[src/rtl/argmax_readout.sv]
// -----------------------------------------------------------------------------
// argmax_readout
//
// Output stage for the layered inference network. It captures the network's
// final N-element signed activation vector on the done pulse. It then scans
// the captured copy one element per cycle to find the predicted class, which
// is the maximum element. On ties the lowest index wins. The winning index
// and value are presented on a valid/ready interface.
//
// The upstream network cannot be stalled. Any vector that arrives while this
// block cannot take it is dropped. A drop sets a sticky overrun flag and bumps
// a saturating drop counter.
//
// Ports:
//   clk         system clock, rising edge
//   rst_n       synchronous active-low reset
//   in_valid    single-cycle pulse, in_data valid (network done)
//   in_data     packed vector, element k at [(k+1)*W-1 : k*W]
//   in_ready    a vector presented this cycle will be accepted
//   out_valid   result available
//   out_ready   consumer accepts the result
//   out_index   index of the maximum element
//   out_value   signed value of the maximum element
//   overrun     sticky: at least one vector was dropped
//   drop_count  saturating count of dropped vectors
// -----------------------------------------------------------------------------
module argmax_readout #(
  parameter int N = 4,
  parameter int W = 16
) (
  input  logic                   clk,
  input  logic                   rst_n,
  input  logic                   in_valid,
  input  logic [N*W-1:0]         in_data,
  output logic                   in_ready,
  output logic                   out_valid,
  input  logic                   out_ready,
  output logic [$clog2(N)-1:0]   out_index,
  output logic signed [W-1:0]    out_value,
  output logic                   overrun,
  output logic [7:0]             drop_count
);

  localparam int CW = $clog2(N);
  localparam logic [CW-1:0] LAST_IDX = CW'(N - 1);

  typedef enum logic [1:0] {
    IDLE = 2'd0,
    SCAN = 2'd1,
    DONE = 2'd2
  } state_t;

  state_t state, state_nxt;

  // Private copy of the vector. in_data may change right after capture.
  logic [N*W-1:0]      shadow;
  logic signed [W-1:0] elem [N];

  logic signed [W-1:0] best_val;
  logic [CW-1:0]       best_idx;
  logic [CW-1:0]       cnt;

  logic signed [W-1:0] cur_val;
  logic signed [W-1:0] win_val;
  logic [CW-1:0]       win_idx;
  logic                last;
  logic                accept;
  logic                drop;

  // ---------------------------------------------------------------------------
  // Scan datapath: compare the current element against the running best.
  // ---------------------------------------------------------------------------
  // NOTE: every always_comb output gets a default first, so no path can leave
  // it unassigned and infer a latch.
  always_comb begin
    for (int k = 0; k < N; k++) begin
      elem[k] = shadow[k*W +: W];
    end
    cur_val = elem[cnt];
    win_val = best_val;
    win_idx = best_idx;
    // Strict compare: an equal later element never replaces the earlier one.
    if (cur_val > best_val) begin
      win_val = cur_val;
      win_idx = cnt;
    end
  end

  assign last   = (cnt == LAST_IDX);
  assign accept = in_valid &  in_ready;
  assign drop   = in_valid & ~in_ready;

  // ---------------------------------------------------------------------------
  // FSM: state register
  // ---------------------------------------------------------------------------
  // NOTE: sequential state uses non-blocking assignments, so every flop samples
  // pre-edge values no matter the statement order.
  always_ff @(posedge clk) begin
    if (!rst_n) state <= IDLE;
    else        state <= state_nxt;
  end

  // ---------------------------------------------------------------------------
  // FSM: next state
  // ---------------------------------------------------------------------------
  always_comb begin
    state_nxt = state;
    unique case (state)
      IDLE: if (in_valid) state_nxt = SCAN;
      SCAN: if (last)     state_nxt = DONE;
      DONE: begin
        // A new vector on the handshake edge goes straight back to SCAN.
        if (out_ready) state_nxt = in_valid ? SCAN : IDLE;
      end
      default: state_nxt = IDLE;
    endcase
  end

  // ---------------------------------------------------------------------------
  // FSM: outputs. in_ready must not depend on in_valid.
  // ---------------------------------------------------------------------------
  always_comb begin
    in_ready = (state == IDLE) || ((state == DONE) && out_ready);
  end

  // ---------------------------------------------------------------------------
  // Capture, scan registers, result registers and drop accounting
  // ---------------------------------------------------------------------------
  // NOTE: the shadow buffer is ordinary flops, not a RAM, so it is cleared on
  // reset together with the rest of the state.
  always_ff @(posedge clk) begin
    if (!rst_n) begin
      shadow     <= '0;
      best_val   <= '0;
      best_idx   <= '0;
      cnt        <= '0;
      out_valid  <= 1'b0;
      out_index  <= '0;
      out_value  <= '0;
      overrun    <= 1'b0;
      drop_count <= 8'd0;
    end else begin
      // Accepts happen only in IDLE or DONE, so they never collide with SCAN.
      if (accept) begin
        shadow   <= in_data;
        best_val <= in_data[W-1:0];
        best_idx <= '0;
        cnt      <= CW'(1);
      end else if (state == SCAN) begin
        best_val <= win_val;
        best_idx <= win_idx;
        if (!last) cnt <= cnt + CW'(1);
      end

      // The result is loaded once, as the scan finishes. It then holds until
      // the handshake.
      if ((state == SCAN) && last) begin
        out_valid <= 1'b1;
        out_index <= win_idx;
        out_value <= win_val;
      end else if ((state == DONE) && out_ready) begin
        out_valid <= 1'b0;
      end

      if (drop) begin
        overrun <= 1'b1;
        if (drop_count != 8'hFF) drop_count <= drop_count + 8'd1;
      end
    end
  end

endmodule

[config.mk]
export PLATFORM = sky130hd
export DESIGN_NAME = argmax_readout
export DESIGN_NICKNAME = d
export VERILOG_FILES = /design/src/rtl/argmax_readout.sv
export SDC_FILE = /design/constraint.sdc
export NUM_CORES = 1
export LEC_CHECK = 0
export CAP_MARGIN = 5
export CELL_PAD_IN_SITES_DETAIL_PLACEMENT = 2
export CELL_PAD_IN_SITES_GLOBAL_PLACEMENT = 2
export CORE_AREA = 10 10 148 150
export CTS_BUF_LIST = sky130_fd_sc_hd__clkbuf_2
export CTS_CLUSTER_SIZE = 24
export DETAILED_ROUTE_END_ITERATION = 7
export DIE_AREA = 0 0 158 160
export HOLD_SLACK_MARGIN = 0.03
export PLACE_DENSITY = 0.83
export SLEW_MARGIN = 5
export SYNTH_ARGS = -nofsm -noshare
export SYNTH_HDL_FRONTEND = slang
export SYNTH_SLANG_ARGS = --single-unit
[constraint.sdc]
create_clock -name clk -period 2.8 [get_ports clk]
set_input_delay 0.56 -clock clk [delete_from_list [all_inputs] [get_ports clk]]
set_output_delay 0.56 -clock clk [all_outputs]
set_load 0.01 [all_outputs]
# ---- Word-level counts from Yosys, hierarchy flattened
# Index checks and enable logic that the tools add are counted.
dict set report totals {
  reg_bits 114
  input_bits 68
  output_inout_bits 29
  elab_cells 57
}
dict set report op_classes {
  add_sub_neg 2
  magnitude_cmp 2
  eq_ne 8
  muxes 17
  bitwise 6
  n_reduce_logical 11
}
# op count
set ops {}
lappend ops {{$mux W16} 5}
lappend ops {{$bmux W16 S2} 1}
lappend ops {{$gt A16 B16 Y1} 1}
lappend ops {{$add A8 B1 Y8 const B} 1}
lappend ops {{$mux W2} 4}
lappend ops {{$ne A8 B8 Y1 const B} 1}
lappend ops {{$mux W1} 6}
lappend ops {{$ne A2 B2 Y1 const B} 3}
lappend ops {{$pmux W2 S3} 1}
lappend ops {{$reduce_and A2 Y1} 3}
lappend ops {{$eq A2 B2 Y1 const B} 2}
lappend ops {{$reduce_bool A2 Y1} 2}
lappend ops {{$ge A3 B3 Y1 const B} 1}
lappend ops {{$not A1 Y1} 3}
lappend ops {{$not A2 Y3} 1}
lappend ops {{$reduce_and A3 Y1} 1}
lappend ops {{$add A2 B1 Y2 const B} 1}
lappend ops {{$and A1 B1 Y1} 2}
lappend ops {{$eq A2 B1 Y1 const B} 1}
lappend ops {{$logic_and A1 B1 Y1} 2}
lappend ops {{$logic_not A2 Y1} 1}
lappend ops {{$ne A2 B1 Y1 const B} 1}
lappend ops {{$reduce_or A2 Y1} 1}
lappend ops {{$logic_or A1 B1 Y1} 1}

# ---- Longest topological paths before layout
# Gate-level depths: netlist of the first run.
dict set report depth {
  word_depth 8
  ltp_mapped 13
  mapped_depth_nobuf 9
}

# ---- Worst setup path before layout of the first run
# Ideal clock, no wire load.
dict set report synth_timing {
  path_type {flip-flop to flip-flop}
  start {reg cnt[1]}
  end {reg best_val[6]}
  setup_time_ns 0.079
  arrival_time_ns 3.045
  required_ns 2.721
  path_slack_ns -0.324
  stages_incl_launch_ff 12
  n_path_buf 4
  synth_period_minus_slack_ns 3.124
  path_cell_list {dfxtp_1 buf_2 buf_4 mux4_2 ha_1 a21o_1 a221o_1 o31ai_4 buf_6 buf_6 nand4_1 o211ai_1}
}
dict set report synth_between {
  elab_chain_len 8
}
# element line_no
set synth_lines {}
lappend synth_lines {{from (decl)} 61} ;# logic [CW-1:0] cnt;
lappend synth_lines {{from (signal assigned)} 152} ;# if (!last) cnt <= cnt + CW'(1);
lappend synth_lines {{$not A2 Y3 (not written as such) *} 79} ;# cur_val = elem[cnt];
lappend synth_lines {{$bmux W16 S2 *} 79}
lappend synth_lines {{$mux W16 (not written as such) * (2 in series)} 79}
lappend synth_lines {{$gt A16 B16 Y1} 83} ;# if (cur_val > best_val) begin
lappend synth_lines {{$mux W16 *} 83}
lappend synth_lines {{$mux W16 *} 149} ;# end else if (state == SCAN) begin
lappend synth_lines {{$mux W16 *} 144} ;# if (accept) begin
lappend synth_lines {{to (signal assigned)} 146} ;# best_val <= in_data[W-1:0];
lappend synth_lines {{to (signal assigned)} 150} ;# best_val <= win_val;
lappend synth_lines {{to (decl)} 59} ;# logic signed [W-1:0] best_val;
# Every way passes the cells marked *; elsewhere a longest branch is shown, timed or not. The select of a mux whose other input is x is not followed.
# A chain may end at the register's enable or synchronous reset.

# ---- Worst setup path after layout of the first run
dict set report layout_timing {
  start {reg cnt[1]}
  end {reg out_value[6]}
}
dict set report layout_between {
  elab_chain_len 6
  elab_cells_between_ends 8
  cone_classes {order compare (1); eq/ne (1); mux (4); bitwise (1); reduce/logical (1)}
}
# element line_no
set layout_lines {}
lappend layout_lines {{$not A2 Y3 (not written as such)} 79}
lappend layout_lines {{$bmux W16 S2} 79}
lappend layout_lines {{$mux W16 (not written as such) (2 in series)} 79}
lappend layout_lines {{$gt A16 B16 Y1} 83}
lappend layout_lines {{$mux W16} 83}
lappend layout_lines {{to (signal assigned)} 160} ;# out_value <= win_val;
lappend layout_lines {{to (decl)} 39} ;# output logic signed [W-1:0] out_value,
# Parallel ways exist; a longest one is shown, timed or not. The select of a mux whose other input is x is not followed.

==> flow_summary.ini, run 1 <==
[run_status]
status = finished with violations
violations = negative setup slack

[final_layout]
fill_cells = 2035
drive_gt1_share_pct = 18.56
nets = 849
area_growth_pct = 38.25
fin_util_pct = 40.25
final_cells = 1015

[clock_network]
cts_num_sinks = 114
hold_buffers = 0
cts-root-buf = clkbuf_2
clkTransAtPathRegs_ps = 210
cts_buffers = 17
clk-insertion-delay-late_ps = 760
tritoncts = done
htreeDepth = 4
clockBufferDepth = 2

[global_route]
antenna_found_initial = 2
grt_max_degree = 115
grt_pass1_vias = 6113
overflow = 0
grt_pass1_wl_um = 35360
grt_use_total_pct = 17.95

[sta]
hold_viol = 0
setup_viol = 36
maxClockFrequency_ghz = 0.3075
slew-limit-headroom_pct = 44.08
min_period_ps = 3252
tightest_slew_ps = 838.8
final_max_slew_viol_count = 0
clock_skew_ps = 31.90
period_share_pct = 116.1
worst_slack_ps = -452.1
tns_ps = -13600
rsz0062_at_grt = yes

[routing]
wire_per_inst_um = 22.37
drt_drc_violations_left = 0
drt_wl_total_um = 22710
first_iter_violations = 265
firstDrtPassIters = 4
drt.antenna.violating_nets = 0
drt-vias-per-instance = 5.177
vias = 5255

[critical_path]
setup.worst_path.start_class = flop
setup.worst_path.end_class = flop
worstPathMaxFanout = 6
worst-endpoint-arrival_ps = 3890
worstPathRequired_ps = 3430
reg2reg_slack_ps = -450
criticalPathCategory = flop to flop

[power_and_ir_drop]
finalPower_uw = 4792
peakVddDrop_v = 0.0002898
leakage_uw = 0.002787
p_per_area_nw_per_um2 = 624.1

[run]
maxCapViolations = 0

[logic_synthesis]
netlist_area_um2 = 5554
synthCells = 643
syn_nets = 729
synth_top_cell_area_share_pct = 41.09
yosysUniqueCellTypes = 34
ys_top_cells_by_area = dfxtp_1 41%, nand2_1 10%, a21boi_0 8.9%
ys_seq_elements = 114
async_reset_ff_share_pct = 0
yosysSeqAreaShare_pct = 41.09
synth_top_cell_by_area = dfxtp_1
ys.warnings.count = 0
syn_avg_cell_area_um2 = 8.638
ys.flop_type = dfxtp_1
synth_edf_count = 0

[die]
ios = 97
rows = 51
die-width_um = 158
coreArea_um2 = 19080
die-area_um2 = 25280
initial_core_util_pct = 29.11
dieHeight_um = 160

[hold_path]
hp-class = input port to flop

[placed_design]
gp_congestion = 0.7916
port_buffers = 96
dp_hpwl_um = 14390
dpl.cell_count = 966
path summary, 6_finish.rpt:
check,startpoint,endpoint,cells after the start
worst max-delay path,cnt[1],out_value[6],13
worst min-delay path,in_data[58],shadow[58],3
worst max register to register,cnt[1],out_value[6],13
worst min register to register,shadow[4],shadow[4],2
power breakdown:
group          switching (µW)  total [µW]  internal [µW]  leakage, µW
Clock                     736        1230            495     0.000140
Combinational             835        1700            863      0.00171
Sequential                122        1860           1740     0.000934
registers in the layout (all words and copies together) (netlist names), 2 cells and up:
| signal | cells |
|---|---|
| best_idx | 2 |
| out_index | 2 |
| cnt | 2 |
| out_value | 16 |
| shadow | 64 |
| state | 2 |
| drop_count | 8 |
| best_val | 16 |
synth_stat cells (2+ instances only):
| library cell | count |
|---|---|
| ha_1 | 18 |
| nor2b_1 | 6 |
| nand4_1 | 21 |
| o21ai_0 | 54 |
| a21boi_0 | 66 |
| mux4_2 | 16 |
| buf_6 | 3 |
| o211ai_1 | 18 |
| and2_1 | 7 |
| buf_2 | 12 |
| o21a_1 | 2 |
| nand3_1 | 2 |
| dfxtp_1 | 114 |
| inv_1 | 22 |
| a21o_1 | 2 |
| nor2_1 | 7 |
| clkbuf_1 | 31 |
| xnor2_1 | 7 |
| buf_4 | 2 |
| a21oi_1 | 30 |
| and3_1 | 3 |
| nand2_1 | 154 |
| mux2i_1 | 19 |
| or3_1 | 17 |
per-stage QoR:
stage / instance area (µm²) / setup slack [ps] / hold WS (ps)
floorplan: 5618 / -30.07 / 440.2
global placement: 6980 / -106.8 / 446.8
detailed placement: 6980 / -289.7 / 463.3
CTS: 7567 / -242.4 / 325.4
global route: 7679 / -509.2 / 298.1
finish: 7679 / -452.1 / 340.9
placed cells by master, fill, tap and decap left out, types with 5 or more instances in the layout:
master	count
nand2_1	154
dfxtp_1	112
clkdlybuf4s50_1	95
a21boi_0	66
o21ai_0	53
buf_4	38
inv_1	22
a21oi_1	22
nand4_1	21
o211ai_1	18
clkbuf_2	18
mux4_2	16
mux2i_1	12
ha_4	11
or3_1	9
a21oi_2	8
or3_4	8
xnor2_1	7
and2_1	7
ha_1	7
buf_12	7
nor2_1	5
nor2b_1	5
mux2i_2	5
clkinvlp_4	5
buf_6	5
cells by family (layout without fill, tap and decap cells):
family | count (synthesis) | count (layout) | share of synthesized area (%)
AO/OA/AOI/OAI | 177 | 177 | 20.50
other | 0 | 1 | 0
adder cells (fa/ha/maj) | 18 | 18 | 4.055
AND/OR/NAND/NOR | 221 | 221 | 17.64
flip-flops | 114 | 114 | 41.09
buffers and inverters | 70 | 203 | 5.542
multiplexers | 35 | 35 | 9.912
XOR/XNOR | 8 | 8 | 1.262
layer usage:
layer  wire length [µm]  global-route usage (%)  vias up
met5                 13                       0        -
met4                398                   5.434        2
met3               1050                   5.157       32
met2              11510                   30.77      126
met1               9737                   21.04     2607
li1                   -                       -     2488
what timing repair did:
item / 4_1_cts / 5_1_grt
cloned: 4 / 1
endpoints found under the setup margin: 36 / 37
pin swaps: 12 / 13
buffers inserted: 11 / 2
gates resized for setup: 22 / 28
layout make-up:
class,instances,area (µm²),area share [%]
repair buffers,149,1518,19.77
multi-input cells,459,3237,42.15
inverters,22,82.58,1.075
flip-flops and latches,114,2287,29.79
clock buffers,18,90.09,1.173
diodes,1,2.502,0.03259
clock inverters,14,163.9,2.135
well taps,238,297.8,3.878
worst max-delay path, cell delays in order, from the launching register on:
cell and delay, ps:
dfxtp_4 450, buf_12 150, buf_6 120, mux4_2 550, ha_4 190, a21oi_2 160
o21ai_1 100, a221o_1 390, o31ai_4 350, buf_6 190, buf_12 130, buf_4 100
mux2i_1 180, a21oi_1 80
Note: power is estimated with default switching activity, not from simulation.
==> run 2, diff against run 1 <==
--- a/config.mk
+++ b/config.mk
@@ -5,7 +5,6 @@
 export SDC_FILE = /design/constraint.sdc
 export NUM_CORES = 1
 export LEC_CHECK = 0
-export CAP_MARGIN = 5
 export CELL_PAD_IN_SITES_DETAIL_PLACEMENT = 2
 export CELL_PAD_IN_SITES_GLOBAL_PLACEMENT = 2
 export CORE_AREA = 10 10 148 150
@@ -13,6 +12,7 @@
 export CTS_CLUSTER_SIZE = 24
 export DETAILED_ROUTE_END_ITERATION = 7
 export DIE_AREA = 0 0 158 160
+export GPL_ROUTABILITY_DRIVEN = 0
 export HOLD_SLACK_MARGIN = 0.03
 export PLACE_DENSITY = 0.83
 export SLEW_MARGIN = 5
==> results of run 2 <==
Same layout as run 1: the final DEF is identical, and so are final timing and power.
